$ cat src/rtl/eda_push_serializer.sv
// Expands a 3x3 neighbour push mask around a centre pixel into linear addresses
// and serialises them, lowest bit first, into a first-word-fall-through FIFO.
module eda_push_serializer #(
    parameter int M          = 16,
    parameter int N          = 16,
    parameter int ADDR_WIDTH = $clog2(M*N),
    parameter int I_WIDTH    = $clog2(M),
    parameter int J_WIDTH    = $clog2(N),
    parameter int FIFO_DEPTH = 16
) (
    input  logic                          clk,
    input  logic                          reset,
    input  logic                          new_pixel,
    input  logic [I_WIDTH-1:0]            center_i,
    input  logic [J_WIDTH-1:0]            center_j,
    input  logic [7:0]                    push_positions,
    input  logic                          pop,
    output logic [ADDR_WIDTH-1:0]         fifo_dout,
    output logic                          fifo_empty,
    output logic                          fifo_full,
    output logic [$clog2(FIFO_DEPTH):0]   fifo_count,
    output logic [7:0]                    iterated_idx,
    output logic                          busy,
    output logic                          drop_err
);

    localparam int PTR_W = $clog2(FIFO_DEPTH);
    localparam int CNT_W = PTR_W + 1;

    typedef enum logic [1:0] {IDLE, DRAIN, STALL} state_t;

    state_t                state_q, state_d;
    logic [I_WIDTH-1:0]    ci_q, ci_d;
    logic [J_WIDTH-1:0]    cj_q, cj_d;
    logic [7:0]            pending_q, pending_d;
    logic [7:0]            iter_q, iter_d;
    logic                  drop_q, drop_d;
    logic [PTR_W-1:0]      wptr_q, rptr_q;
    logic [CNT_W-1:0]      count_q, count_d;
    logic [ADDR_WIDTH-1:0] mem_q [FIFO_DEPTH];

    logic                  wr_en, rd_en;
    logic [2:0]            sel_k;
    logic [7:0]            wr_mask;
    logic [3:0]            pos;
    logic [ADDR_WIDTH-1:0] row_a, col_a, wr_addr;

    // A write never happens on a new_pixel cycle: the old pending work is being discarded.
    assign wr_en = !new_pixel && ((state_q == DRAIN) || (state_q == STALL && pop));
    assign rd_en = pop && (count_q != '0);

    always_comb begin
        sel_k = 3'd0;
        for (int k = 7; k >= 0; k--) begin
            if (pending_q[k]) sel_k = 3'(k);
        end
    end

    assign wr_mask = wr_en ? (8'b1 << sel_k) : 8'h00;

    // Window position skips the centre (p4); row/col offsets are p/3-1 and p%3-1.
    assign pos     = (sel_k < 3'd4) ? {1'b0, sel_k} : ({1'b0, sel_k} + 4'd1);
    assign row_a   = ADDR_WIDTH'(ci_q) + ADDR_WIDTH'(pos / 4'd3) - ADDR_WIDTH'(1);
    assign col_a   = ADDR_WIDTH'(cj_q) + ADDR_WIDTH'(pos % 4'd3) - ADDR_WIDTH'(1);
    assign wr_addr = row_a * ADDR_WIDTH'(N) + col_a;

    always_comb begin
        ci_d      = ci_q;
        cj_d      = cj_q;
        iter_d    = iter_q | wr_mask;
        pending_d = (pending_q & ~wr_mask) | (push_positions & ~(iter_q | wr_mask));
        drop_d    = drop_q;
        if (new_pixel) begin
            ci_d      = center_i;
            cj_d      = center_j;
            iter_d    = 8'h00;
            pending_d = push_positions;
            drop_d    = drop_q | (pending_q != 8'h00);
        end
        count_d = count_q + CNT_W'(wr_en) - CNT_W'(rd_en);
        if (pending_d == 8'h00)
            state_d = IDLE;
        else if (count_d == CNT_W'(FIFO_DEPTH))
            state_d = STALL;
        else
            state_d = DRAIN;
    end

    always_ff @(posedge clk or posedge reset) begin
        if (reset) begin
            state_q   <= IDLE;
            ci_q      <= '0;
            cj_q      <= '0;
            pending_q <= 8'h00;
            iter_q    <= 8'h00;
            drop_q    <= 1'b0;
            wptr_q    <= '0;
            rptr_q    <= '0;
            count_q   <= '0;
        end else begin
            state_q   <= state_d;
            ci_q      <= ci_d;
            cj_q      <= cj_d;
            pending_q <= pending_d;
            iter_q    <= iter_d;
            drop_q    <= drop_d;
            count_q   <= count_d;
            if (wr_en) wptr_q <= wptr_q + PTR_W'(1);
            if (rd_en) rptr_q <= rptr_q + PTR_W'(1);
        end
    end

    always_ff @(posedge clk) begin
        if (wr_en) mem_q[wptr_q] <= wr_addr;
    end

    assign fifo_dout    = mem_q[rptr_q];
    assign fifo_empty   = (count_q == '0);
    assign fifo_full    = (count_q == CNT_W'(FIFO_DEPTH));
    assign fifo_count   = count_q;
    assign iterated_idx = iter_q;
    assign busy         = (pending_q != 8'h00);
    assign drop_err     = drop_q;

endmodule

$ cat config.mk
export PLATFORM = sky130hd
export DESIGN_NAME = eda_push_serializer
export DESIGN_NICKNAME = d
export VERILOG_FILES = /design/src/rtl/eda_push_serializer.sv
export SDC_FILE = /design/constraint.sdc
export NUM_CORES = 1
export LEC_CHECK = 0
export BUFFER_PORTS_ARGS = -buffer_cell sky130_fd_sc_hd__buf_2
export CAP_MARGIN = 20
export CORE_MARGIN = 2
export CORE_UTILIZATION = 54
export DETAILED_ROUTE_END_ITERATION = 16
export GPL_ROUTABILITY_DRIVEN = 0
export PLACE_DENSITY = 0.72
export SLEW_MARGIN = 20
export SYNTH_ARGS = -nofsm -noshare
export SYNTH_HDL_FRONTEND = slang
export SYNTH_SLANG_ARGS = --single-unit
$ cat constraint.sdc
create_clock -name clk -period 8.6 [get_ports clk]
set_clock_uncertainty 0.2 [all_clocks]
set_input_delay 0.86 -clock clk [delete_from_list [all_inputs] [get_ports clk]]
set_output_delay 0.86 -clock clk [all_outputs]
set_load 0.01 [all_outputs]
==> reports/metrics.json <==
{
  "run_status": "finished clean",
  "htreeDepth": 4,
  "cts.repair_timing.setup_buffer_count": 0,
  "synth_top_cells_by_area": "sky130_fd_sc_hd__edfxtp_1 49%, sky130_fd_sc_hd__dfrtp_1 13%, sky130_fd_sc_hd__mux4_2 12%",
  "mostFrequentLayoutCells": "128 x sky130_fd_sc_hd__edfxtp_1, 46 x sky130_fd_sc_hd__inv_1, 44 x sky130_fd_sc_hd__buf_2, 40 x sky130_fd_sc_hd__mux4_2, 38 x sky130_fd_sc_hd__dfrtp_1",
  "timing_worst_slew_pin_value_ns": 0.8976,
  "maxSlewViolCount": 0,
  "synth-edff-count": 128,
  "vdd.ir_drop.worst_v": 0.0002065,
  "grt_first_pass_wirelength_um": 24500,
  "hold_buffers": 0,
  "gr_overflow_total": 0,
  "yosys_register_bits": 168,
  "synth-seq-area-share": 0.6221,
  "route.final.wire_length_um": 15530,
  "area_growth_pct": 13.53,
  "post_drt_wl_per_cell_um": 20.67,
  "initial_core_util": 0.5567,
  "netlist_area_sq_mm": 0.007787,
  "worst_skew_pair.late_latency_ns": 0.42,
  "cts.clk_slew.worst_paths_ns": 0.06,
  "timing.critical_path.from_type": "register",
  "worstSetupPathType": "reg2reg",
  "via_per_inst": 5.864,
  "yosysTopAreaCell": "sky130_fd_sc_hd__edfxtp_1",
  "n_antenna_cell": 0,
  "yosys_warnings": 0,
  "power-per-cell-area_mw_per_mm2": 368.4,
  "grt_usage": 0.2211,
  "numCtsBuffers": 17,
  "tritoncts": "done",
  "grt_max_degree": 41,
  "detailedRoute.firstIterationViolations": 446,
  "hpwlAfterDp_um": 10230,
  "postRouteAntennaNets": 0,
  "postSynthCellCount": 510,
  "mappedNetlistNets": 565,
  "setup_total_negative_slack_ns": 0,
  "post_synth_num_cell_types": 56,
  "end_kind": "register",
  "synth_largest_type_area_fraction": 0.4936,
  "hold_viol": 0,
  "firstDrtPassIters": 5,
  "max_freq_mhz": 140.5,
  "postSynthAreaPerCell_sq_um": 15.27,
  "finalNetCount": 613,
  "coreArea_sq_mm": 0.01399,
  "die_h_um": 124.1,
  "top_reg_cell_synth": "sky130_fd_sc_hd__edfxtp_1",
  "hold_path_class": "reg2reg",
  "clkSinkCount": 168,
  "core_rows": 43,
  "finalCoreUtilization": 0.6320,
  "rsz_0062_raised_after_global_routing": "false",
  "finalCritPeriodShare": 0.8274,
  "slew-limit-headroom": 0.4016,
  "clk_root_buf": "sky130_fd_sc_hd__clkbuf_16",
  "cts_resized": 0,
  "dieArea_sq_mm": 0.01540,
  "cts-root-to-sink-buffers": 2,
  "p_leak_uw": 0.003371,
  "boundaryPins": 45,
  "placement.io_buffers": 44,
  "post-route-min-period_ns": 7.115,
  "drv_cap": 0,
  "worst_path_max_fanout": 16,
  "timing.final.setup_violations": 0,
  "dieWidth_um": 124.1,
  "number_of_global_route_vias_before_repair": 4514,
  "layout.cells.most_common": "sky130_fd_sc_hd__edfxtp_1",
  "grt_antenna_before_repair": 0,
  "ys_async_sr_fraction": 0.2381,
  "timing.critical_path.required_ns": 8.37,
  "critical_path_arrival_ns": 6.88,
  "drive_above_1_share": 0.2417,
  "vias": 4404,
  "count_of_unresolved_drc_violations_after_routing": 0
}
[cells by family (layout without fill, tap and decap cells)]
group	count (synthesis)	after routing	synth area share
DFF	168	168	0.6221
muxes	48	48	0.1268
xor gates and xnor gates	21	21	0.02362
and+or+nand+nor	99	99	0.07037
buffers and inverters	66	127	0.03294
AOI/OAI and AO/OA	73	73	0.06507
adders and majority gates	35	35	0.05913
[power breakdown]
part	internal (uW)	total, uW	switching [uW]	leakage, uW
registers	1210	1360	148	0.00163
logic	479	1090	608	0.00144
clock network	493	815	322	0.000305
[layer usage]
| metal | vias to the layer above | GRT usage | part of all wire |
|---|---|---|---|
| li1 | 2039 | - | - |
| met1 | 2199 | 0.2957 | 0.43 |
| met2 | 151 | 0.3607 | 0.50 |
| met3 | 15 | 0.05952 | 0.063 |
| met4 | 0 | 0.05969 | 0.012 |
| met5 | - | 0 | 0 |
[sequential cells by signal, summed over array words and instances (netlist names)]
signal / count
mem_q: 128
iterated_idx: 8
pending_q: 8
fifo_count: 5
ci_q: 4
cj_q: 4
rptr_q: 4
wptr_q: 4
state_q: 2
drop_err: 1
[synthesized netlist by cell type, drive strengths merged (2+ instances only)]
cell type,n
edfxtp,128
inv,46
dfrtp,40
mux4,40
ha,32
nor2,22
o21ai,18
a21oi,17
nand2,17
xnor2,17
clkbuf,13
nand3,9
a22o,8
and2,8
buf,7
nor3,7
a31oi,6
and3,6
a21o,5
mux2,5
nand2b,5
nor2b,5
o211ai,5
and4,4
xor2,4
fa,3
mux2i,3
nand4,3
nor4,3
o21a,3
nor4bb,2
or3,2
[worst max-delay path, cell delays in order, from the launching register on]
cell	delay, ns
sky130_fd_sc_hd__dfrtp_1	0.42
sky130_fd_sc_hd__nor2b_1	0.16
sky130_fd_sc_hd__o21a_1	0.22
sky130_fd_sc_hd__nor2_1	0.27
sky130_fd_sc_hd__inv_1	0.16
sky130_fd_sc_hd__ha_1	0.33
sky130_fd_sc_hd__or3_1	0.46
sky130_fd_sc_hd__nor2_1	0.11
sky130_fd_sc_hd__ha_1	0.21
sky130_fd_sc_hd__a21oi_1	0.08
sky130_fd_sc_hd__mux2_2	0.29
sky130_fd_sc_hd__ha_1	0.24
sky130_fd_sc_hd__or2_2	0.30
sky130_fd_sc_hd__o22ai_2	0.25
sky130_fd_sc_hd__and3_1	0.33
sky130_fd_sc_hd__ha_1	0.19
sky130_fd_sc_hd__inv_1	0.04
sky130_fd_sc_hd__ha_1	0.16
sky130_fd_sc_hd__inv_1	0.06
sky130_fd_sc_hd__fa_1	0.41
sky130_fd_sc_hd__ha_1	0.29
sky130_fd_sc_hd__inv_1	0.04
sky130_fd_sc_hd__ha_1	0.31
sky130_fd_sc_hd__o21ai_0	0.09
sky130_fd_sc_hd__nand2b_1	0.09
sky130_fd_sc_hd__xnor2_1	0.29
sky130_fd_sc_hd__a2111o_1	0.15
sky130_fd_sc_hd__nand4b_1	0.48
[through the flow]
step	setup WS, ns	cells	total power (uW)	hold WS, ns	area (sq um)
floorplan	2.351	510	2097	0.2932	7787
global placement	1.926	719	2414	0.2362	8189
detailed placement	1.594	719	2462	0.2398	8189
CTS	1.534	751	3283	0.2608	8826
global route	0.8680	751	3445	0.2744	8841
finish	1.485	751	3257	0.2610	8841
[final timing paths]
path | from | cells after the start | slack (ns) | end
min in group asynchronous | reset | 3 | 0.36 | state_q[1]
hold reg to reg | drop_err | 1 | 0.26 | drop_err
hold / removal | drop_err | 1 | 0.26 | drop_err
max in group asynchronous | reset | 3 | 7.45 | rptr_q[0]
setup reg to reg | pending_q[7] | 27 | 1.48 | mem_q[1][7]
setup / recovery | pending_q[7] | 27 | 1.48 | mem_q[1][7]
[layout make-up]
class / count / area, sq um
clock inverter: 15 / 211.5
clock buffer: 17 / 425.4
tap: 180 / 225.2
sequential: 168 / 4847
inverter: 46 / 172.7
fill: 1003 / 5147
timing repair buffer: 49 / 257.7
multi-input combinational: 276 / 2701
Note: power is estimated with default switching activity, not from simulation.
